$ cat src/rtl/wb_queue.sv
// Write-back queue owning the regfile write port: dual enqueue, single
// in-order retire, and two forwarding lookups over still-queued entries.
module wb_queue #(
    parameter int DEPTH = 4,
    parameter int WIDTH = 32
) (
    input  logic             Clk,
    input  logic             ResetN,
    input  logic             LoadValid,
    input  logic [4:0]       LoadReg,
    input  logic [WIDTH-1:0] LoadData,
    input  logic             AluValid,
    input  logic [4:0]       AluReg,
    input  logic [WIDTH-1:0] AluData,
    output logic             Stall,
    output logic             Overflow,
    output logic [4:0]       WriteRegister,
    output logic [WIDTH-1:0] WriteData,
    output logic             RegWrite,
    input  logic [4:0]       QueryReg1,
    input  logic [4:0]       QueryReg2,
    output logic             Hit1,
    output logic             Hit2,
    output logic [WIDTH-1:0] HitData1,
    output logic [WIDTH-1:0] HitData2
);

    localparam int PW = $clog2(DEPTH);
    localparam int CW = $clog2(DEPTH + 1);
    localparam int IW = PW + 1;

    logic [4:0]       regMem  [DEPTH];
    logic [WIDTH-1:0] dataMem [DEPTH];

    logic [PW-1:0] rptr;
    logic [PW-1:0] wptr;
    logic [CW-1:0] count;

    logic          pop;
    logic          loadAcc;
    logic          aluAcc;
    logic [PW-1:0] aluSlot;
    logic [PW-1:0] wptrNext;

    function automatic logic [PW-1:0] nextPtr(input logic [PW-1:0] p);
        return (p == PW'(DEPTH - 1)) ? '0 : p + 1'b1;
    endfunction

    assign Stall   = (count >= CW'(DEPTH - 1));
    assign pop     = (count != '0);
    assign loadAcc = !Stall && LoadValid && (LoadReg != 5'd0);
    assign aluAcc  = !Stall && AluValid && (AluReg != 5'd0);

    // Load is the older of a same-cycle pair, so ALU takes the slot after it.
    assign aluSlot  = loadAcc ? nextPtr(wptr) : wptr;
    assign wptrNext = aluAcc  ? nextPtr(aluSlot) : aluSlot;

    // Gated by ResetN so the regfile never captures a write at a reset edge.
    assign RegWrite      = ResetN && pop;
    assign WriteRegister = pop ? regMem[rptr]  : 5'd0;
    assign WriteData     = pop ? dataMem[rptr] : '0;

    always_ff @(posedge Clk) begin
        if (!ResetN) begin
            count    <= '0;
            rptr     <= '0;
            wptr     <= '0;
            Overflow <= 1'b0;
        end else begin
            if (loadAcc) begin
                regMem[wptr]  <= LoadReg;
                dataMem[wptr] <= LoadData;
            end
            if (aluAcc) begin
                regMem[aluSlot]  <= AluReg;
                dataMem[aluSlot] <= AluData;
            end
            if (pop) begin
                rptr <= nextPtr(rptr);
            end
            wptr  <= wptrNext;
            count <= count + CW'(loadAcc) + CW'(aluAcc) - CW'(pop);
            if (Stall && (LoadValid || AluValid)) begin
                Overflow <= 1'b1;
            end
        end
    end

    logic [IW-1:0] sum;
    logic [PW-1:0] idx;
    logic          live;

    // Walk oldest to youngest so the last match left standing is the youngest.
    always_comb begin
        Hit1     = 1'b0;
        Hit2     = 1'b0;
        HitData1 = '0;
        HitData2 = '0;
        sum      = '0;
        idx      = '0;
        live     = 1'b0;
        for (int i = 0; i < DEPTH; i++) begin
            sum = IW'(rptr) + IW'(i);
            if (sum >= IW'(DEPTH)) begin
                sum = sum - IW'(DEPTH);
            end
            idx  = sum[PW-1:0];
            live = (CW'(i) < count);
            if (live && QueryReg1 != 5'd0 && regMem[idx] == QueryReg1) begin
                Hit1     = 1'b1;
                HitData1 = dataMem[idx];
            end
            if (live && QueryReg2 != 5'd0 && regMem[idx] == QueryReg2) begin
                Hit2     = 1'b1;
                HitData2 = dataMem[idx];
            end
        end
    end

endmodule

$ cat config.mk
export PLATFORM = sky130hd
export DESIGN_NAME = wb_queue
export DESIGN_NICKNAME = d
export VERILOG_FILES = /design/src/rtl/wb_queue.sv
export SDC_FILE = /design/constraint.sdc
export NUM_CORES = 1
export LEC_CHECK = 0
export ABC_AREA = 0
export CAP_MARGIN = 20
export CORE_UTILIZATION = 45
export DETAILED_ROUTE_END_ITERATION = 7
export GPL_TIMING_DRIVEN = 0
export PLACE_DENSITY = 0.68
export SLEW_MARGIN = 10
export SYNTH_ARGS = -nofsm -noshare
export SYNTH_HDL_FRONTEND = slang
export SYNTH_SLANG_ARGS = --single-unit
export TNS_END_PERCENT = 1
$ cat constraint.sdc
create_clock -name Clk -period 13.7 [get_ports Clk]
set_input_delay 3.425 -clock Clk [delete_from_list [all_inputs] [get_ports Clk]]
set_output_delay 3.425 -clock Clk [all_outputs]
set_load 0.005 [all_outputs]
==> results_dict.tcl <==
set metrics [dict create \
    status "completed" \
    netlist_area_um2 13350 \
    dieHeight_um 174.3 \
    finalSetupTns_ns 0 \
    cp_slowest_cell "nor2_1" \
    synthArstFlopShare_pct 0 \
    postCtsSetupBuffers 0 \
    vias 11410 \
    crit_buf_inv 3 \
    powerDensity_nw_per_um2 210.5 \
    p_leak_uw 0.005077 \
    max-slew-margin-rel_pct 26.73 \
    area_growth_pct 23.32 \
    path_class "in -> out" \
    holdPathStages 2 \
    drtIter0Drc 1573 \
    finalPower_uw 3466 \
    track_usage_pct 30.78 \
    syn_nets 1189 \
    clk_pin_slew_worst_paths_ns 0.07 \
    overflow 0 \
    regArea_um2 4644 \
    yosysUniqueCellTypes 38 \
    crit_chain "clkbuf_1 -> nor3_1 -> a211oi_1 -> o211ai_1 -> nor2_1 -> clkbuf_1 -> a31oi_1 -> a211oi_1 -> clkdlybuf4s50_1" \
    drc 0 \
    cp-end-kind "primary output" \
    start_util_pct 46.14 \
    drive_above_1_share_pct 29.21 \
    io_buffers 183 \
    pre_cts_slack_ns 3.533 \
    core_area_um2 28940 \
    synth_edf_count 148 \
    syn_inst 1087 \
    insertedDiodeCount 0 \
    drv_slew 0 \
    htreeDepth 4 \
    drv_cap 0 \
    clk_latency_ns 0.46 \
    setup_ws_ns 3.427 \
    ys_ff_latch 158 \
    boundaryPins 194 \
    hold_class "reg -> reg" \
    crit_fanout 10 \
    firstDrtPassIters 7 \
    yosysTopAreaCell "edfxtp_1" \
    hp-start "Overflow" \
    crit_path_max_incr_delay_ns 0.71 \
    dp_hpwl_mm 33.97 \
    viasPerCell 6.729 \
    cts_tree "built" \
    cp_top_family "buffers and inverters" \
    cp.required_ns 10.27 \
    multiInputGateArea_um2 8149 \
    min_period_ns 10.27 \
    hold_buffers 0 \
    synth.area.top_cells "edfxtp_1, mux4_2, mux2_2, mux2i_1, a211oi_1" \
    hold_viol_final 0 \
    cts.sinks 158 \
    cts_root_buf "clkbuf_16" \
    clock_skew_ns 0.01292 \
    grt_pass1_vias 11260 \
    r2r_start "count[2]" \
    grt_first_pass_wirelength_mm 69.03 \
    drt_wl_total_mm 46.50 \
    fin_crit_sh_pct 74.98 \
    synth_top_area_share_pct 33.29 \
    nets 1400 \
    rr_endpoint "dataMem[3][18]" \
    synth.most_common_cell "mux2_2" \
    grt_max_degree 22 \
    ctsResizeCount 0 \
    avgRoutedWirePerCell_um 27.43 \
    cts_buffers 17 \
    core.rowCount 62 \
    setup_violations 0 \
    reg2regPathDepth 11 \
    vdd_drop_max_mv 0.1052 \
    hold_path_end "Overflow" \
    fmax_mhz 97.34 \
    rsz0062_at_grt "no" \
    crit_path_start_kind "primary input" \
    die-area_um2 30360 \
    fill_cells 2367 \
    worst_pin_slew_ns 1.099 \
    die_w_um 174.3 \
    r2r_setup_slack_ns 10.22 \
    synthFlopType "edfxtp_1" \
    ys_seq_area_share_pct 34.79 \
    antenna_found_initial 0 \
    ys_warn_count 0 \
    synth_commonest_cells "mux2_2, edfxtp_1, mux4_2" \
    postSynthAreaPerCell_um2 12.28 \
    arrival_ns 6.85 \
    ant_nets 0 \
    cts_max_path_buffers 2 \
    gp_congestion 0.9130 \
]
logic make-up (layout without fill, tap and decap cells):
family	after synthesis	after routing	synth area share, %
muxes	340	340	40.00
and+or+nand+nor	277	277	10.18
DFF	158	158	34.79
buffers and inverters	135	359	4.554
AOI/OAI and AO/OA	124	124	6.504
xor gates and xnor gates	39	39	2.558
adders and majority gates	14	14	1.424
routing by layer:
layer	track usage [%]	vias to the layer above	part of all wire, %
li1	-	4727	-
met1	40.62	5627	38
met2	49.34	895	47
met3	6.518	156	11
met4	12.61	0	4.1
met5	0	-	0
flip-flops by register name, indices dropped and copies added, names as in the netlist, named ones only:
| register | count |
|---|---|
| Overflow | 1 |
| wptr | 2 |
| rptr | 2 |
| regMem | 20 |
| dataMem | 128 |
| count | 3 |
per-stage QoR:
stage | cell area [µm²] | hold WS (ns) | instances | util, %
final | 16460 | 0.4768 | 1695 | 56.90
after global routing | 16460 | 0.5298 | 1695 | 56.90
after CTS | 16440 | 0.4868 | 1693 | 56.81
after detailed placement | 15890 | 0.4699 | 1661 | 54.90
after global placement | 15660 | 0.4613 | 1654 | 54.13
after floorplan | 13350 | 0.4633 | 1087 | -
where the power goes:
part	total [µW]	switching [µW]	leakage (µW)	internal [µW]
registers	705	68.0	0.00143	637
clock network	467	229	0.000275	238
logic	2290	1170	0.00337	1120
worst max-delay path by stage:
stage	start	endpoint	slack (ns)	cells after the start
2_1_floorplan	QueryReg1[2]	HitData1[22]	5.22	9
3_3_place_gp	LoadReg[2]	dataMem[3][20]	3.12	5
3_5_place_dp	QueryReg1[0]	HitData1[2]	3.53	9
4_1_cts	QueryReg1[0]	HitData1[2]	3.53	9
5_1_grt	QueryReg1[0]	HitData1[6]	3.39	9
6_report	QueryReg1[0]	HitData1[6]	3.43	9
cell usage in the layout, fill, tap and decap left out, drive strengths merged:
cell type	count
nand2	64
o21ai	17
a31oi	31
xnor2	34
nand4	5
nand3	8
and2	8
o211ai	7
dfxtp	10
clkinv	6
edfxtp	148
clkinvlp	1
ha	12
a311oi	1
a211oi	43
or3	1
mux2	158
nor4b	1
clkbuf	80
o221ai	20
nor2	71
inv	35
mux2i	43
nor2b	23
or2	5
nor3	57
fa	2
clkdlybuf4s50	183
mux4	139
nor3b	31
buf	54
xor2	5
a21oi	5
or4	3
cell type report:
class                      count  area share [%]
sequential                   158           28.21
buffer                       108           3.078
multi-input combinational    794           49.49
clock inverter                15          0.7675
clock buffer                  17           2.584
inverter                      27          0.6155
tap                          384           2.918
timing repair buffer         192           12.33
worst register-to-register path, cell delays in order (launching register included):
cell and delay, ns:
dfxtp_1 0.39, a21oi_1 0.33, o211ai_1 0.28, a21oi_1 0.40
inv_1 0.11, ha_1 0.24, nand2_1 0.08, buf_2 0.31
buf_2 0.41, o21ai_4 0.26, buf_16 0.24, buf_16 0.17
No activity file was read; power rests on OpenSTA's default activity.
